`src/rtl/fifo_reader_pkg.sv`:
```
// fifo_reader_pkg: shared types and sizing for the FIFO read-side drainer.
package fifo_reader_pkg;

  typedef enum logic {
    RUN   = 1'b0,
    FLUSH = 1'b1
  } state_t;

  localparam int SKID_DEPTH = 2;
  localparam int SKID_CNT_W = $clog2(SKID_DEPTH + 1);

endpackage

```
`src/rtl/fifo_reader_skid.sv`:
```
// fifo_reader_skid: 2-entry in-order skid buffer. slot0 is always the head;
// a pop shifts slot1 forward, a push lands at the first free slot after the
// pop has been accounted for, so pop+push in one cycle keeps order.
module fifo_reader_skid
  import fifo_reader_pkg::*;
#(
  parameter int FIFO_WIDTH = 16
) (
  input  logic                  clk,
  input  logic                  rst_n,
  input  logic                  clr,
  input  logic                  push,
  input  logic                  pop,
  input  logic [FIFO_WIDTH-1:0] din,
  output logic [FIFO_WIDTH-1:0] head,
  output logic [SKID_CNT_W-1:0] count
);

  logic [FIFO_WIDTH-1:0] slot0;
  logic [FIFO_WIDTH-1:0] slot1;
  logic [SKID_CNT_W-1:0] wr_idx;
  logic [SKID_CNT_W-1:0] push_w;
  logic [SKID_CNT_W-1:0] pop_w;

  assign push_w = {{(SKID_CNT_W-1){1'b0}}, push};
  assign pop_w  = {{(SKID_CNT_W-1){1'b0}}, pop};
  assign wr_idx = count - pop_w;
  assign head   = slot0;

  // Occupancy and head slot; head is cleared on reset so m_data starts at 0.
  always_ff @(posedge clk) begin
    if (!rst_n) begin
      count <= '0;
      slot0 <= '0;
    end else if (clr) begin
      count <= '0;
    end else begin
      count <= count + push_w - pop_w;
      if (pop) begin
        slot0 <= slot1;
      end
      if (push && (wr_idx == '0)) begin
        slot0 <= din;
      end
    end
  end

  // Second slot carries data only, so it needs no reset.
  always_ff @(posedge clk) begin
    if (!clr && push && (wr_idx != '0)) begin
      slot1 <= din;
    end
  end

endmodule

```
`src/rtl/fifo_reader.sv`:
```
// fifo_reader: drains a synchronous FIFO (1-cycle read latency) onto a
// valid/ready stream at one word per cycle, using a 2-entry skid buffer and
// a credit check so the buffer can never overflow. Supports flush and a
// sticky underflow error flag.
// Optional build macro FIFO_READER_STATS_EN adds a saturating rd_count of
// accepted transfers.
module fifo_reader
  import fifo_reader_pkg::*;
#(
  parameter int FIFO_WIDTH = 16
`ifdef FIFO_READER_STATS_EN
  , parameter int COUNT_W  = 16
`endif
) (
  input  logic                  clk,
  input  logic                  rst_n,
  input  logic [FIFO_WIDTH-1:0] data_out,
  input  logic                  empty,
  input  logic                  underflow,
  output logic                  rd_en,
  output logic [FIFO_WIDTH-1:0] m_data,
  output logic                  m_valid,
  input  logic                  m_ready,
  input  logic                  flush,
  output logic                  flush_busy,
  output logic                  err
`ifdef FIFO_READER_STATS_EN
  , output logic [COUNT_W-1:0]  rd_count
`endif
);

  state_t                state;
  logic                  inflight;
  logic                  pop;
  logic                  push;
  logic                  clr;
  logic                  rd_fire;
  logic [SKID_CNT_W-1:0] count;
  logic [SKID_CNT_W:0]   credit;

  // Words already committed (buffered + in flight) after this cycle's pop;
  // a new read is only issued while that stays below the buffer depth.
  assign pop     = m_valid && m_ready;
  assign credit  = {1'b0, count} + {{SKID_CNT_W{1'b0}}, inflight}
                 - {{SKID_CNT_W{1'b0}}, pop};
  assign rd_en   = rst_n && (state == RUN) && !empty && !flush
                 && (credit < SKID_DEPTH[SKID_CNT_W:0]);
  assign rd_fire = rd_en && !empty;

  // The word returning from the FIFO is dropped if a flush lands on it.
  assign push    = inflight && (state == RUN) && !flush;
  assign clr     = (state == RUN) && flush;
  assign m_valid = (count != '0);

  fifo_reader_skid #(
    .FIFO_WIDTH (FIFO_WIDTH)
  ) u_skid (
    .clk   (clk),
    .rst_n (rst_n),
    .clr   (clr),
    .push  (push),
    .pop   (pop),
    .din   (data_out),
    .head  (m_data),
    .count (count)
  );

  // Control FSM: tracks the in-flight read and waits it out after a flush.
  always_ff @(posedge clk) begin
    if (!rst_n) begin
      state      <= RUN;
      inflight   <= 1'b0;
      flush_busy <= 1'b0;
    end else begin
      inflight <= rd_fire;
      case (state)
        RUN: begin
          if (flush && inflight) begin
            state      <= FLUSH;
            flush_busy <= 1'b1;
          end
        end
        FLUSH: begin
          if (!inflight) begin
            state      <= RUN;
            flush_busy <= 1'b0;
          end
        end
        default: begin
          state      <= RUN;
          flush_busy <= 1'b0;
        end
      endcase
    end
  end

  // Sticky underflow flag; only reset clears it.
  always_ff @(posedge clk) begin
    if (!rst_n) begin
      err <= 1'b0;
    end else if (underflow) begin
      err <= 1'b1;
    end
  end

`ifdef FIFO_READER_STATS_EN
  // Saturating count of accepted downstream transfers; flush leaves it alone.
  always_ff @(posedge clk) begin
    if (!rst_n) begin
      rd_count <= '0;
    end else if (pop && (rd_count != {COUNT_W{1'b1}})) begin
      rd_count <= rd_count + 1'b1;
    end
  end
`endif

endmodule

```
`config.mk`:
```
export PLATFORM = sky130hd
export DESIGN_NAME = fifo_reader
export DESIGN_NICKNAME = d
export VERILOG_FILES = /design/src/rtl/fifo_reader_pkg.sv /design/src/rtl/fifo_reader_skid.sv /design/src/rtl/fifo_reader.sv
export SDC_FILE = /design/constraint.sdc
export NUM_CORES = 1
export LEC_CHECK = 0
export BUFFER_PORTS_ARGS = -buffer_cell sky130_fd_sc_hd__buf_2
export CORE_MARGIN = 3
export CORE_UTILIZATION = 51
export DETAILED_ROUTE_END_ITERATION = 16
export PLACE_DENSITY = 0.84
export SYNTH_ARGS = -nofsm -noshare
export SYNTH_HDL_FRONTEND = slang
export SYNTH_SLANG_ARGS = --single-unit
```
`constraint.sdc`:
```
create_clock -name clk -period 3.5 [get_ports clk]
set_input_delay 0.7 -clock clk [delete_from_list [all_inputs] [get_ports clk]]
set_output_delay 0.7 -clock clk [all_outputs]
set_load 0.05 [all_outputs]
```
==> flow_summary.yaml <==
cts:
  cts_buffers: 5
  cts.repair.resized: 0
  path_clk_slew_ns: 0.11
  cts_setup_buffers: 0
  worstSkewPairLatency_ns: 0.35
  cts_max_level: 2
  cts_hold_buf: 0
  root_buffer: "clkbuf_4"
  cts_tree: "built"
  cts_buffer_depth: 2
  numClockSinks: 38
power_and_ir_drop:
  swShare_pct: 24.8
  comb_power_share_pct: 10.2
  clkPwrFrac_pct: 34.4
  switching_power_mw: 0.212
  ir_drop_mv: 0.306
  p_seq_share_pct: 55.3
  p_per_area_nw_per_um2: 452
  p_leak_nw: 0.758
  p_total_mw: 0.857
  intPower_mw: 0.645
hold_path:
  min_to: "err"
  min_path_type: "flip-flop to flip-flop"
  hold_depth: 1
  min_from: "err"
sta:
  setup_violations: 0
  min_period_ns: 3.15
  period_share_pct: 89.9
  worstMarginPinSlew_ns: 0.636
  fmax_mhz: 318
  maxSlewHeadroom_pct: 57.5
  rsz0062_at_grt: "false"
  setup_tns_ns: 0
  fin_hold_ws_ns: 0.481
  drv_slew: 0
  skew_ns: 0.00677
  finalHoldViolations: 0
  fin_ws_ns: 0.354
worst_setup_path:
  startpoint_type: "flip-flop"
  crit_type: "flip-flop to output port"
  r2r_start: "u_skid.count[1]"
  reg2reg_slack_ns: 1.21
  arrival_ns: 2.45
  reg2reg_depth: 8
  required_ns: 2.80
  r2r-end: "u_skid.head[8]"
  cp_max_fo: 6
  end_kind: "output port"
drt:
  drc_errors: 0
  ant_nets: 0
  drt-met1-wl_um: 1500
  vias: 1304
  drtPass1Iterations: 4
  top_layer: "met4"
  via_per_inst: 5.93
  wl_per_cell_um: 17.0
  wl_met2_um: 1910
  wl_met3_um: 270
  drt-total-wl_um: 3750
  drtIter0Drc: 50
placed_design:
  gp_congestion: 0.724
  dp_cells: 212
  dp_hpwl_um: 2580
  port_buffers: 41
  placed_area_um2: 1820
  place_ws_ns: 0.438
global_routing:
  grt-ovfl-total: 0
  grt_usage_pct: 21.8
  grt_pass1_vias: 1266
  antenna_found_initial: 0
  grt_max_degree: 23
  grt_pass1_wl_um: 5860
synthesis:
  yosysWarnings: 0
  syn_avg_cell_area_um2: 11.0
  yosysUniqueCellTypes: 26
  syn_nets: 170
  ys_seq_area_share_pct: 58.2
  syn_area_um2: 1580
  netlist_instances: 144
  ys_ff_latch: 38
die:
  initial_utilization_pct: 55.4
  die_y_um: 61.7
  ioPinCount: 42
  rows: 19
  core_um2: 2850
  die_x_um: 61.7
  dieArea_um2: 3810
layout:
  post-route-util_pct: 66.4
  fin_area_um2: 1900
  layout-drive-gt1-share_pct: 29.6
  antenna_cells: 0
  nets: 214
  nFillCells: 234
  final_cells: 220
  syn_to_final_growth_pct: 19.9
run:
  cap_violations: 0
run_status:
  status: "completed"
cell families after synthesis:
kind of cell | synth area share, %
AOI/OAI and AO/OA | 20.8
DFF | 58.2
and+or+nand+nor | 11.9
buffers and inverters | 4.27
adders and majority gates | 3.64
xor gates and xnor gates | 1.11
cell usage after synthesis:
cell / count / area (um2)
clkbuf_1: 5 / 18.8
xor2_1: 2 / 17.5
nand2_1: 4 / 15.0
ha_1: 3 / 37.5
nor2_1: 4 / 15.0
buf_6: 1 / 11.3
or3_1: 16 / 100
buf_2: 3 / 15.0
o21ai_2: 1 / 8.76
o21ai_1: 10 / 50.1
edfxtp_1: 16 / 480
o21ai_0: 7 / 35.0
dfxtp_1: 22 / 440
nor2b_1: 2 / 12.5
a21boi_0: 1 / 7.51
nand4b_1: 1 / 8.76
fa_1: 1 / 20.0
inv_1: 6 / 22.5
a21oi_1: 16 / 80.1
o21a_1: 1 / 7.51
and2_1: 1 / 6.26
o221ai_1: 16 / 140
or2_2: 1 / 6.26
nand3_1: 1 / 5.00
and3_1: 2 / 12.5
and2b_1: 1 / 7.51
state kept, by name, indices dropped and copies added, names as in the netlist:
register      flops
u_skid.head      16
u_skid.slot1     16
u_skid.count      2
err               1
flush_busy        1
inflight          1
state             1
layout make-up:
cell class	instances	area [um2]	share of cell area, %
Inverter	6	22.5	1.19
Clock buffer	5	37.5	1.98
Tap cell	31	38.8	2.05
Sequential cell	38	921	48.6
Timing Repair Buffer	46	243	12.8
Clock inverter	3	40.0	2.11
Multi-Input combinational cell	91	593	31.3
metal layers:
| metal | track usage, % | vias up |
|---|---|---|
| li1 | - | 632 |
| met5 | 0 | - |
| met4 | 8.79 | 0 |
| met1 | 24.0 | 612 |
| met2 | 37.7 | 49 |
| met3 | 8.18 | 11 |
critical path, cell delays in order, from the launching register on:
cell	delay (ns)
dfxtp_1	0.40
o21ai_2	0.18
inv_1	0.08
ha_1	0.29
inv_1	0.08
nand2_1	0.07
fa_1	0.49
nand4b_1	0.12
nor2_1	0.11
buf_2	0.27
how the worst max path moves through the flow:
| stage | from | to | depth (start not counted) |
|---|---|---|---|
| after CTS | u_skid.count[1] | rd_en | 9 |
| after floorplan | m_ready | rd_en | 9 |
| after global routing | u_skid.count[1] | rd_en | 9 |
| after global placement | m_ready | rd_en | 10 |
| final | u_skid.count[1] | rd_en | 9 |
| after detailed placement | m_ready | rd_en | 10 |
layout by cell type, fill, tap and decap left out, types with 3 or more instances in the layout:
cell	count
buf_2	41
dfxtp_1	22
or3_1	16
o221ai_1	16
a21oi_1	16
edfxtp_1	16
o21ai_1	10
o21ai_0	7
inv_1	6
clkbuf_4	5
buf_4	5
nor2_1	4
nand2_1	4
ha_1	3
power by group through the flow:
| stage | clock network [mW] | logic [mW] | registers [mW] |
|---|---|---|---|
| 3_3_place_gp | 0 | 0.0842 | 0.483 |
| 6_report | 0.295 | 0.0877 | 0.474 |
| 5_1_grt | 0.319 | 0.0948 | 0.475 |
| 2_1_floorplan | 0 | 0.0372 | 0.503 |
| 3_5_place_dp | 0 | 0.0875 | 0.484 |
| 4_1_cts | 0.298 | 0.0877 | 0.474 |
Note: power is estimated with default switching activity, not from simulation.
